===== config.mk =====
export PLATFORM = sky130hd
export DESIGN_NAME = fifo_rd_stream_flat
export DESIGN_NICKNAME = d
export VERILOG_FILES = /design/src/rtl/fifo_rd_stream_if.sv /design/src/rtl/fifo_rd_stream.sv /design/src/flat_wrapper.sv
export SDC_FILE = /design/constraint.sdc
export NUM_CORES = 1
export LEC_CHECK = 0
export ABC_CLOCK_PERIOD_IN_PS = 4800
export CELL_PAD_IN_SITES_DETAIL_PLACEMENT = 2
export CELL_PAD_IN_SITES_GLOBAL_PLACEMENT = 2
export CORE_AREA = 3 3 95 61
export CTS_BUF_LIST = sky130_fd_sc_hd__clkbuf_16
export DETAILED_ROUTE_END_ITERATION = 10
export DIE_AREA = 0 0 98 64
export PLACE_DENSITY = 0.8
export SLEW_MARGIN = 20
export SYNTH_ARGS = -nofsm -noshare
export SYNTH_HDL_FRONTEND = slang
export SYNTH_SLANG_ARGS = --single-unit
export TNS_END_PERCENT = 20

===== constraint.sdc =====
create_clock -name clk -period 4.8 [get_ports clk]
set_input_delay 0.96 -clock clk [delete_from_list [all_inputs] [get_ports clk]]
set_output_delay 0.96 -clock clk [all_outputs]
set_load 0.05 [all_outputs]

===== src/rtl/fifo_rd_stream_if.sv =====
// Bundle between the upstream sync FIFO read port, the downstream valid/ready stream and the transfer counter.
// master is the stream block's side, slave is the FIFO/consumer side.
interface fifo_rd_stream_if #(
  parameter int DATA_WIDTH = 8,
  parameter int CNT_WIDTH  = 8
);
  logic                  fifo_empty;
  logic [DATA_WIDTH-1:0] fifo_data_out;
  logic                  fifo_rd_en;
  logic [DATA_WIDTH-1:0] m_data;
  logic                  m_valid;
  logic                  m_ready;
  logic [CNT_WIDTH-1:0]  pop_cnt;

  modport master (
    input  fifo_empty,
    input  fifo_data_out,
    input  m_ready,
    output fifo_rd_en,
    output m_data,
    output m_valid,
    output pop_cnt
  );

  modport slave (
    output fifo_empty,
    output fifo_data_out,
    output m_ready,
    input  fifo_rd_en,
    input  m_data,
    input  m_valid,
    input  pop_cnt
  );
endinterface


===== src/rtl/fifo_rd_stream.sv =====
// Sync-FIFO read port to valid/ready stream via a 2-entry skid buffer; a pop shows on m_valid two cycles later.
// Under backpressure at most two words are ever outstanding, so nothing is dropped; full rate when m_ready stays high.
module fifo_rd_stream #(
  parameter int DATA_WIDTH = 8,
  parameter int CNT_WIDTH  = 8
) (
  input logic             clk,
  input logic             rst_n,
  fifo_rd_stream_if.master bus
);

  logic [DATA_WIDTH-1:0] buf_q [2];
  logic                  wr_ptr;
  logic                  rd_ptr;
  logic [1:0]            occ;
  logic                  inflight;
  logic                  m_valid_q;
  logic [DATA_WIDTH-1:0] m_data_q;
  logic [CNT_WIDTH-1:0]  pop_cnt_q;

  logic                  pop;
  logic                  rd_en;
  logic [2:0]            pending;
  logic [1:0]            occ_nxt;
  logic                  rd_ptr_nxt;
  logic                  wr_ptr_nxt;
  logic [DATA_WIDTH-1:0] m_data_nxt;

  always_comb begin
    pop     = m_valid_q & bus.m_ready;
    // Words that will still be held after this edge; cannot go negative since pop needs occ >= 1.
    pending = {1'b0, occ} + {2'b00, inflight} - {2'b00, pop};
    // rst_n gates the request so the FIFO is not popped while the buffer is held in reset.
    rd_en   = rst_n & ~bus.fifo_empty & (pending < 3'd2);

    rd_ptr_nxt = rd_ptr ^ pop;
    wr_ptr_nxt = wr_ptr ^ inflight;

    occ_nxt = occ;
    case ({inflight, pop})
      2'b10:   occ_nxt = occ + 2'd1;
      2'b01:   occ_nxt = occ - 2'd1;
      default: occ_nxt = occ;
    endcase

    // A word landing this edge in the slot the read pointer moves to bypasses the buffer.
    if (inflight && (wr_ptr == rd_ptr_nxt)) begin
      m_data_nxt = bus.fifo_data_out;
    end else begin
      m_data_nxt = buf_q[rd_ptr_nxt];
    end
  end

  always_ff @(posedge clk or negedge rst_n) begin
    if (!rst_n) begin
      buf_q[0]  <= '0;
      buf_q[1]  <= '0;
      wr_ptr    <= 1'b0;
      rd_ptr    <= 1'b0;
      occ       <= 2'd0;
      inflight  <= 1'b0;
      m_valid_q <= 1'b0;
      m_data_q  <= '0;
      pop_cnt_q <= '0;
    end else begin
      if (inflight) begin
        buf_q[wr_ptr] <= bus.fifo_data_out;
      end
      wr_ptr    <= wr_ptr_nxt;
      rd_ptr    <= rd_ptr_nxt;
      occ       <= occ_nxt;
      inflight  <= rd_en;
      m_valid_q <= (occ_nxt != 2'd0);
      m_data_q  <= m_data_nxt;
      if (pop) begin
        pop_cnt_q <= pop_cnt_q + 1'b1;
      end
    end
  end

  assign bus.fifo_rd_en = rd_en;
  assign bus.m_valid    = m_valid_q;
  assign bus.m_data     = m_data_q;
  assign bus.pop_cnt    = pop_cnt_q;

endmodule


===== src/flat_wrapper.sv =====
// flat-port wrapper written by rule: the top's interface ports become plain ports
module fifo_rd_stream_flat 
#(
  parameter int DATA_WIDTH = 8,
  parameter int CNT_WIDTH  = 8
)
  (clk, rst_n, bus_fifo_empty, bus_fifo_data_out, bus_m_ready, bus_fifo_rd_en, bus_m_data, bus_m_valid, bus_pop_cnt);
  fifo_rd_stream_if #(.DATA_WIDTH(DATA_WIDTH), .CNT_WIDTH(CNT_WIDTH)) bus_i ();
  input logic clk;
  input logic rst_n;
  input wire logic [$bits(bus_i.fifo_empty)-1:0] bus_fifo_empty;
  input wire logic [$bits(bus_i.fifo_data_out)-1:0] bus_fifo_data_out;
  input wire logic [$bits(bus_i.m_ready)-1:0] bus_m_ready;
  output wire logic [$bits(bus_i.fifo_rd_en)-1:0] bus_fifo_rd_en;
  output wire logic [$bits(bus_i.m_data)-1:0] bus_m_data;
  output wire logic [$bits(bus_i.m_valid)-1:0] bus_m_valid;
  output wire logic [$bits(bus_i.pop_cnt)-1:0] bus_pop_cnt;
  assign bus_i.fifo_empty = bus_fifo_empty;
  assign bus_i.fifo_data_out = bus_fifo_data_out;
  assign bus_i.m_ready = bus_m_ready;
  assign bus_fifo_rd_en = bus_i.fifo_rd_en;
  assign bus_m_data = bus_i.m_data;
  assign bus_m_valid = bus_i.m_valid;
  assign bus_pop_cnt = bus_i.pop_cnt;
  fifo_rd_stream #(.DATA_WIDTH(DATA_WIDTH), .CNT_WIDTH(CNT_WIDTH)) u_core (.clk(clk), .rst_n(rst_n), .bus(bus_i));
endmodule

== After elaboration in Yosys (flattened, before gate mapping) ==
Index checks and enable logic that the tools add are counted.

* Bits in registers: 38
* Bits of input ports: 12
* Output and inout bits: 18
* Logic and storage cells: 40

* Add/sub/neg operators: 5
* $lt $le $gt $ge: 4
* Equal/unequal tests: 3
* Muxes and demuxes: 8
* Bitwise operators: 8
* Reductions and logical operators: 3

{| class="wikitable"
|+ Operators by type and width
! operator !! number
|-
| $mux 8 || 5
|-
| $bwmux 16 || 1
|-
| $add 8x1->8 const B || 1
|-
| $demux 8 s1 || 1
|-
| $ge 2x2->1 const B || 2
|-
| $not 1->2 || 2
|-
| $pmux 2 s2 || 1
|-
| $add 2x1->3 || 1
|-
| $and 1x1->1 || 3
|-
| $lt 3x2->1 const B || 1
|-
| $sub 3x1->3 || 1
|-
| $add 2x1->2 const B || 1
|-
| $eq 2x1->1 const B || 1
|-
| $eq 2x2->1 const B || 1
|-
| $logic_and 1x1->1 || 2
|-
| $lt 2x1->1 const B || 1
|-
| $reduce_bool 2->1 || 1
|-
| $sub 2x1->2 const B || 1
|-
| $xor 1x1->1 || 2
|-
| $eq 1x1->1 || 1
|-
| $not 1->1 || 1
|}

== Depth between registers and ports, before layout ==
Gate-level depths: netlist of the first run.

* Depth after elaboration: 7
* Mapped depth: 7
* Mapped depth without buffers: 7

== Least setup slack after synthesis of the first run ==
Ideal clock, no wire load.

* Kind: input port to output port
* From: input port bus_m_ready
* To: output port bus_fifo_rd_en
* Arrival time: 2900 ps
* Required time: 3840 ps
* Slack: 940 ps
* Cell stages on the path: 6
* Buffers on the path: 0
* Path through: nand2_4 > xnor2_1 > nand2_1 > fa_1 > xor2_1 > nor3_1

* Word-level cells in the longest chain between the ends: 4

{| class="wikitable"
|+ Ends and longest elaborated chain
! item !! RTL line !! RTL
|-
| start, declared || flat_wrapper.sv:13 || <nowiki>input wire logic [$bits(bus_i.m_ready)-1:0] bus_m_ready;</nowiki>
|-
| $and 1x1->1 || fifo_rd_stream.sv:30 || <nowiki>pop = m_valid_q & bus.m_ready;</nowiki>
|-
| $sub 3x1->3 || fifo_rd_stream.sv:32 || <nowiki>pending = {1'b0, occ} + {2'b00, inflight} - {2'b00, pop};</nowiki>
|-
| $lt 3x2->1 || fifo_rd_stream.sv:34 || <nowiki>rd_en = rst_n & ~bus.fifo_empty & (pending < 3'd2);</nowiki>
|-
| $and 1x1->1 || fifo_rd_stream.sv:34 ||
|-
| end, declared || flat_wrapper.sv:14 || <nowiki>output wire logic [$bits(bus_i.fifo_rd_en)-1:0] bus_fifo_rd_en;</nowiki>
|}

No other way between the ends.

== Final worst setup path of the first run ==
Ends and elaborated chain as after synthesis.

==> results of run 1 <==
==> routing by layer <==
metal | up-vias | part of all wire | GRT usage
met4 | 0 | 0.015 | 0.0570
li1 | 614 | - | -
met1 | 670 | 0.47 | 0.217
met5 | - | 0 | 0
met2 | 19 | 0.48 | 0.258
met3 | 7 | 0.029 | 0.0447
==> area by class of cell <==
cell class | instances | share of cell area
clock inverters | 1 | 0.00164
inverters | 5 | 0.0126
well taps | 66 | 0.0362
multi-input cells | 104 | 0.351
flip-flops and latches | 38 | 0.416
clock buffers | 5 | 0.0548
repair buffers | 30 | 0.127
==> power by group through the flow <==
stage	clock, W	combinational [W]	sequential, W
after floorplan	0	0.000507	0.000787
after global placement	0	0.000864	0.000616
after detailed placement	0	0.000903	0.000637
after CTS	0.000313	0.000911	0.000632
after global routing	0.000326	0.000980	0.000659
final	0.000300	0.000898	0.000630
==> registers in the layout (all words and copies together), names as in the netlist <==
signal,cells
u_core.buf_q,16
u_core.bus.m_data,8
u_core.bus.pop_cnt,8
u_core.occ,2
u_core.bus.m_valid,1
u_core.inflight,1
u_core.rd_ptr,1
u_core.wr_ptr,1
==> how the worst max path moves through the flow <==
stage,from,to,slack (ns),cells past startpoint
after floorplan,bus_m_ready,bus_fifo_rd_en,0.94,6
after global placement,bus_m_ready,bus_fifo_rd_en,0.99,8
after detailed placement,bus_m_ready,bus_fifo_rd_en,0.89,8
after CTS,bus_m_ready,bus_fifo_rd_en,0.88,8
after global routing,bus_m_ready,bus_fifo_rd_en,0.72,8
final,bus_m_ready,bus_fifo_rd_en,0.93,8
==> cell usage after synthesis, drive strengths merged <==
cell	n	area (sq um)
dfrtp	38	951
nand2	18	75.1
mux2	16	180
xnor2	9	97.6
a21o	8	60.1
a32oi	8	77.6
nand3	8	40.0
o21ai	8	40.0
o22ai	8	56.3
buf	4	36.3
clkbuf	4	15.0
ha	4	50.1
inv	4	25.0
nor2	4	15.0
xor2	4	35.0
nand4	3	18.8
and3	1	7.51
clkinv	1	3.75
fa	1	20.0
nand4b	1	8.76
nor3	1	5.00
o21a	1	8.76
or2	1	6.26
==> cells by family after synthesis <==
family | after synthesis | synth area share
flops | 38 | 0.519
simple gates | 37 | 0.0962
compound gates | 33 | 0.132
mux | 16 | 0.0983
xor+xnor | 13 | 0.0724
buf+inv | 13 | 0.0437
fa+ha+maj | 5 | 0.0382
==> metrics by stage <==
step           hold slack [ns]   util  setup WS [ns]  instance area, sq um  power (W)
2_1_floorplan            0.481      -          0.940                  1830    0.00129
3_3_place_gp             0.458  0.433          0.986                  2150    0.00148
3_5_place_dp             0.470  0.433          0.893                  2150    0.00154
4_1_cts                  0.484  0.459          0.878                  2280    0.00186
5_1_grt                  0.510  0.459          0.718                  2280    0.00196
6_report                 0.471  0.459          0.926                  2280    0.00183
==> results.py, run 1 <==
metrics = {
    "timing": {
        "rsz0062_at_grt": "no",
        "drv_slew": 0,
        "min_period_ns": 3.87,
        "max_freq_ghz": 0.258,
        "finClkSkew_ns": 0.00306,
        "worst_pin_slew_ns": 0.716,
        "finalHoldViolCount": 0,
        "slew_headroom": 0.523,
        "setup_viol": 0,
        "fin_crit_sh": 0.807,
        "fin_setup_tns_ns": 0,
    },
    "worst_hold_path": {
        "whs_endpoint": "u_core.bus.pop_cnt[7]",
        "hold_path.class": "reg2reg",
        "hold_start": "u_core.bus.pop_cnt[7]",
        "whs_path_depth": 1,
    },
    "pwr": {
        "p_leak_nw": 0.960,
        "p_int_w": 0.00103,
        "p_clk_frac": 0.164,
        "power.density_mw_per_mm2": 801,
        "netSwitchingPower_w": 0.000794,
        "seqPwrFrac": 0.345,
        "swShare": 0.435,
        "pwr-share-comb": 0.491,
        "vdd_drop_max_uv": 285,
    },
    "setup_path": {
        "cp_max_fo": 5,
        "reg2reg_from": "u_core.inflight",
        "worst-r2r-cell-count": 6,
        "start_kind": "primary input",
        "cp.required_ns": 3.84,
        "reg2reg_slack_ns": 2.34,
        "path_class": "in2out",
        "cp-end-kind": "output pin",
        "critical_path.max_stage_delay_ns": 0.53,
        "timing.critical_path.buf_inv": 2,
        "path_delay_family": "buffers and inverters",
        "worstPathArrival_ns": 2.91,
        "r2r-end": "u_core.bus.m_valid",
        "cp_cell_sequence": "clkdlybuf4s50_1, nand2_4, xnor2_1, nand2_1, fa_1, xor2_1, nor3_1, buf_4",
        "crit_slowest_cell": "clkdlybuf4s50_1",
    },
    "placed_design": {
        "dp_hpwl_um": 3200,
        "gp_congestion": 0.747,
        "numPortBuffers": 29,
        "dp_cells": 243,
    },
    "floorplan": {
        "die_x_um": 98,
        "die_area_sq_mm": 0.00627,
        "rows": 20,
        "io_pins": 30,
        "core_area_sq_mm": 0.00498,
        "start_util": 0.368,
        "die_h_um": 64,
    },
    "global_route": {
        "grt_start_max_net_pins": 39,
        "grtUsageTotal": 0.163,
        "grt_antenna_before_repair": 0,
        "overflow": 0,
        "grt_pass1_vias": 1471,
        "grt_pass1_wl_um": 7810,
    },
    "final_layout": {
        "multi_input_area_sq_um": 802,
        "stdcell_count": 249,
        "fin_nets": 201,
        "nFillCells": 503,
        "n_antenna_cell": 0,
        "register_area_sq_um": 951,
        "drive_gt1_frac": 0.180,
        "final_common_cell": "dfrtp_1",
        "area_growth_pct": 24.6,
        "final_cell_mix": "dfrtp_1, clkdlybuf4s50_1, nand2_1",
    },
    "cts": {
        "clk_path_buf_depth": 2,
        "cts_sinks": 38,
        "htreeDepth": 2,
        "post_cts_resized": 0,
        "clk_pin_slew_ns": 0.05,
        "cts_hold_buf": 0,
        "postCtsSetupRepairBufs": 0,
        "numCtsBuffers": 5,
        "clock_latency_ns": 0.28,
        "cts-root-buf": "clkbuf_16",
        "tritoncts": "done",
    },
    "synthesis": {
        "synth_warnings": 0,
        "netlist_area_sq_mm": 0.00183,
        "syn_inst": 155,
        "ys_ff_latch": 38,
        "synthDistinctLibCells": 32,
        "syn-mean-instance-area_sq_um": 11.8,
        "syn_nets": 172,
        "synth-seq-area-share": 0.519,
    },
    "drt": {
        "via_per_inst": 5.26,
        "firstDrtPassIters": 4,
        "drc": 0,
        "drtIter0Drc": 71,
        "postRouteAntennaNets": 0,
        "vias": 1310,
        "wl_per_cell_um": 18.4,
        "routed_wl_um": 4590,
    },
    "run_status": {
        "status": "completed",
    },
    "job": {
        "cap_violations": 0,
    },
}
No activity file was read; power rests on OpenSTA's default activity.
==> inputs of run 2 (changes only) <==
--- a/config.mk
+++ b/config.mk
@@ -5,14 +5,14 @@
 export SDC_FILE = /design/constraint.sdc
 export NUM_CORES = 1
 export LEC_CHECK = 0
-export ABC_CLOCK_PERIOD_IN_PS = 4800
+export ABC_CLOCK_PERIOD_IN_PS = 3490
 export CELL_PAD_IN_SITES_DETAIL_PLACEMENT = 2
 export CELL_PAD_IN_SITES_GLOBAL_PLACEMENT = 2
-export CORE_AREA = 3 3 95 61
+export CORE_AREA = 3 3 104 66
 export CTS_BUF_LIST = sky130_fd_sc_hd__clkbuf_16
 export DETAILED_ROUTE_END_ITERATION = 10
-export DIE_AREA = 0 0 98 64
-export PLACE_DENSITY = 0.8
+export DIE_AREA = 0 0 107 69
+export PLACE_DENSITY = 0.71
 export SLEW_MARGIN = 20
 export SYNTH_ARGS = -nofsm -noshare
 export SYNTH_HDL_FRONTEND = slang
==> constraint.sdc (replaced) <==
create_clock -name clk -period 3.49 [get_ports clk]
set_input_delay 0.698 -clock clk [delete_from_list [all_inputs] [get_ports clk]]
set_output_delay 0.698 -clock clk [all_outputs]
set_load 0.05 [all_outputs]
==> run 2 against run 1 <==
Net effect: hold slack improved by 0.010 ns; clock power grew 43%; non-clock buffer count rose by 1; sequential cell count unchanged; total power rose by 41%; first-iteration DRC count decreased by 30%; global-route usage decreased by 2.3 points; highest routed layer unchanged; core utilization shrank 7.1 points; sequential power is 36% higher.
==> results.py, run 2 (same netlist as run 1, synthesis figures left out) <==
metrics = {
    "setup_path": {
        "worst-r2r-cell-count": 7,
        "critical_path.max_stage_delay_ns": 0.52,
        "cp.required_ns": 2.79,
        "crit_slowest_cell": "clkdlybuf4s50_1",
        "reg2reg_slack_ns": 1.44,
        "path_class": "in2out",
        "cp_max_fo": 5,
        "worstPathArrival_ns": 2.60,
        "r2r-end": "u_core.bus.m_valid",
        "reg2reg_from": "u_core.inflight",
        "cp-end-kind": "output pin",
        "cp_cell_sequence": "clkdlybuf4s50_1, nand2_4, xnor2_1, nand2_1, fa_1, xor2_1, nor3_2, buf_12",
        "start_kind": "primary input",
    },
    "timing": {
        "rsz0062_at_grt": "no",
        "finClkSkew_ns": 0.00445,
        "worst_pin_slew_ns": 0.691,
        "max_freq_ghz": 0.303,
        "drv_slew": 0,
        "fin_crit_sh": 0.946,
        "min_period_ns": 3.30,
        "setup_viol": 0,
        "fin_setup_tns_ns": 0,
        "finalHoldViolCount": 0,
        "slew_headroom": 0.539,
    },
    "run_status": {
        "status": "completed",
    },
    "pwr": {
        "netSwitchingPower_w": 0.00114,
        "pwr-share-comb": 0.503,
        "p_leak_nw": 0.975,
        "p_int_w": 0.00144,
        "power.density_mw_per_mm2": 1100,
        "finalPower_w": 0.00258,
        "seqPwrFrac": 0.331,
        "swShare": 0.441,
        "p_clk_frac": 0.166,
        "vdd_drop_max_uv": 327,
    },
    "final_layout": {
        "area_growth_pct": 27.5,
        "final_cell_mix": "dfrtp_1, clkdlybuf4s50_1, nand2_1",
        "largest_reg_flops": 16,
        "n_antenna_cell": 0,
        "final_common_cell": "dfrtp_1",
        "regMostFlops": "u_core.buf_q",
        "drive_gt1_frac": 0.200,
        "finalInstanceArea_sq_mm": 0.00234,
        "fin_nets": 202,
    },
    "cts": {
        "postCtsSetupRepairBufs": 0,
        "cts-root-buf": "clkbuf_16",
        "clk_path_buf_depth": 2,
        "htreeDepth": 2,
        "clock_latency_ns": 0.27,
        "cts_sinks": 38,
        "tritoncts": "done",
        "clk_pin_slew_ns": 0.06,
        "numCtsBuffers": 5,
    },
    "placed_design": {
        "numPortBuffers": 29,
        "dp_hpwl_um": 3290,
        "gp_congestion": 0.709,
        "post_dp_cell_area_sq_mm": 0.00220,
    },
    "floorplan": {
        "io_pins": 30,
        "die_area_sq_mm": 0.00738,
        "start_util": 0.304,
        "core_area_sq_mm": 0.00603,
        "rows": 22,
        "die_h_um": 69,
        "die_x_um": 107,
    },
    "worst_hold_path": {
        "whs_endpoint": "u_core.bus.pop_cnt[7]",
        "whs_path_depth": 1,
        "hold_path.class": "reg2reg",
        "hold_start": "u_core.bus.pop_cnt[7]",
    },
    "drt": {
        "routed_wl_um": 4860,
        "wl_per_cell_um": 18.1,
        "via_per_inst": 5.00,
        "drc": 0,
        "vias": 1345,
        "firstDrtPassIters": 4,
        "postRouteAntennaNets": 0,
        "drtIter0Drc": 50,
    },
    "global_route": {
        "grt_antenna_before_repair": 0,
        "grtUsageTotal": 0.141,
        "grt_pass1_wl_um": 8200,
        "grt_start_max_net_pins": 39,
        "grt_pass1_vias": 1521,
        "overflow": 0,
    },
    "job": {
        "cap_violations": 0,
    },
}
==> run 2: per-layer routing <==
metal,GRT usage,share of wire,vias to the layer above
met5,0,0,-
met4,0.0298,0.0039,0
met3,0.0355,0.036,2
met2,0.237,0.51,25
met1,0.183,0.45,705
li1,-,-,613
==> run 2: worst max-delay path by stage <==
| stage | end | slack [ns] | start |
|---|---|---|---|
| finish | bus_fifo_rd_en | 0.19 | bus_m_ready |
| CTS | bus_fifo_rd_en | 0.02 | bus_m_ready |
| floorplan | bus_fifo_rd_en | 0.10 | u_core.bus.m_valid |
| global route | bus_fifo_rd_en | 0.05 | bus_m_ready |
| global placement | bus_fifo_rd_en | 0.17 | bus_m_ready |
| detailed placement | bus_fifo_rd_en | 0.04 | bus_m_ready |
==> run 2: timing repair <==
item | CTS | global route
hold buffers | 0 | 0
gates resized for setup | 0 | 1
endpoints found under the setup margin | 0 | 1
==> run 2: critical path, delay by kind of cell <==
kind,cells,cell delay [ns]
xor gates and xnor gates,2,0.31
adders and majority gates,1,0.39
and+or+nand+nor,3,0.49
buffers and inverters,2,0.70
==> run 2: final cells by class <==
class | count | area, sq um
inverter | 5 | 28.8
clock inverter | 2 | 10.0
fill | 626 | 3690
sequential | 38 | 951
clock buffer | 5 | 125
tap | 84 | 105
timing repair buffer | 31 | 310
multi-input combinational | 104 | 807
==> run 2: per-stage QoR <==
stage               setup WS [ns]  utilization  std cells  hold WS [ns]
floorplan                   0.101            -        155         0.402
global placement            0.166        0.364        262         0.458
global route               0.0517        0.388        269         0.517
CTS                        0.0187        0.387        269         0.497
finish                      0.188        0.388        269         0.482
detailed placement         0.0448        0.364        262         0.489
==> run 2: power groups by stage <==
stage | logic (W) | registers, W | clock network [W]
after floorplan | 0.000697 | 0.00108 | 0
after global placement | 0.00122 | 0.000828 | 0
after detailed placement | 0.00130 | 0.000861 | 0
after CTS | 0.00131 | 0.000855 | 0.000443
after global routing | 0.00141 | 0.000885 | 0.000466
final | 0.00130 | 0.000854 | 0.000428
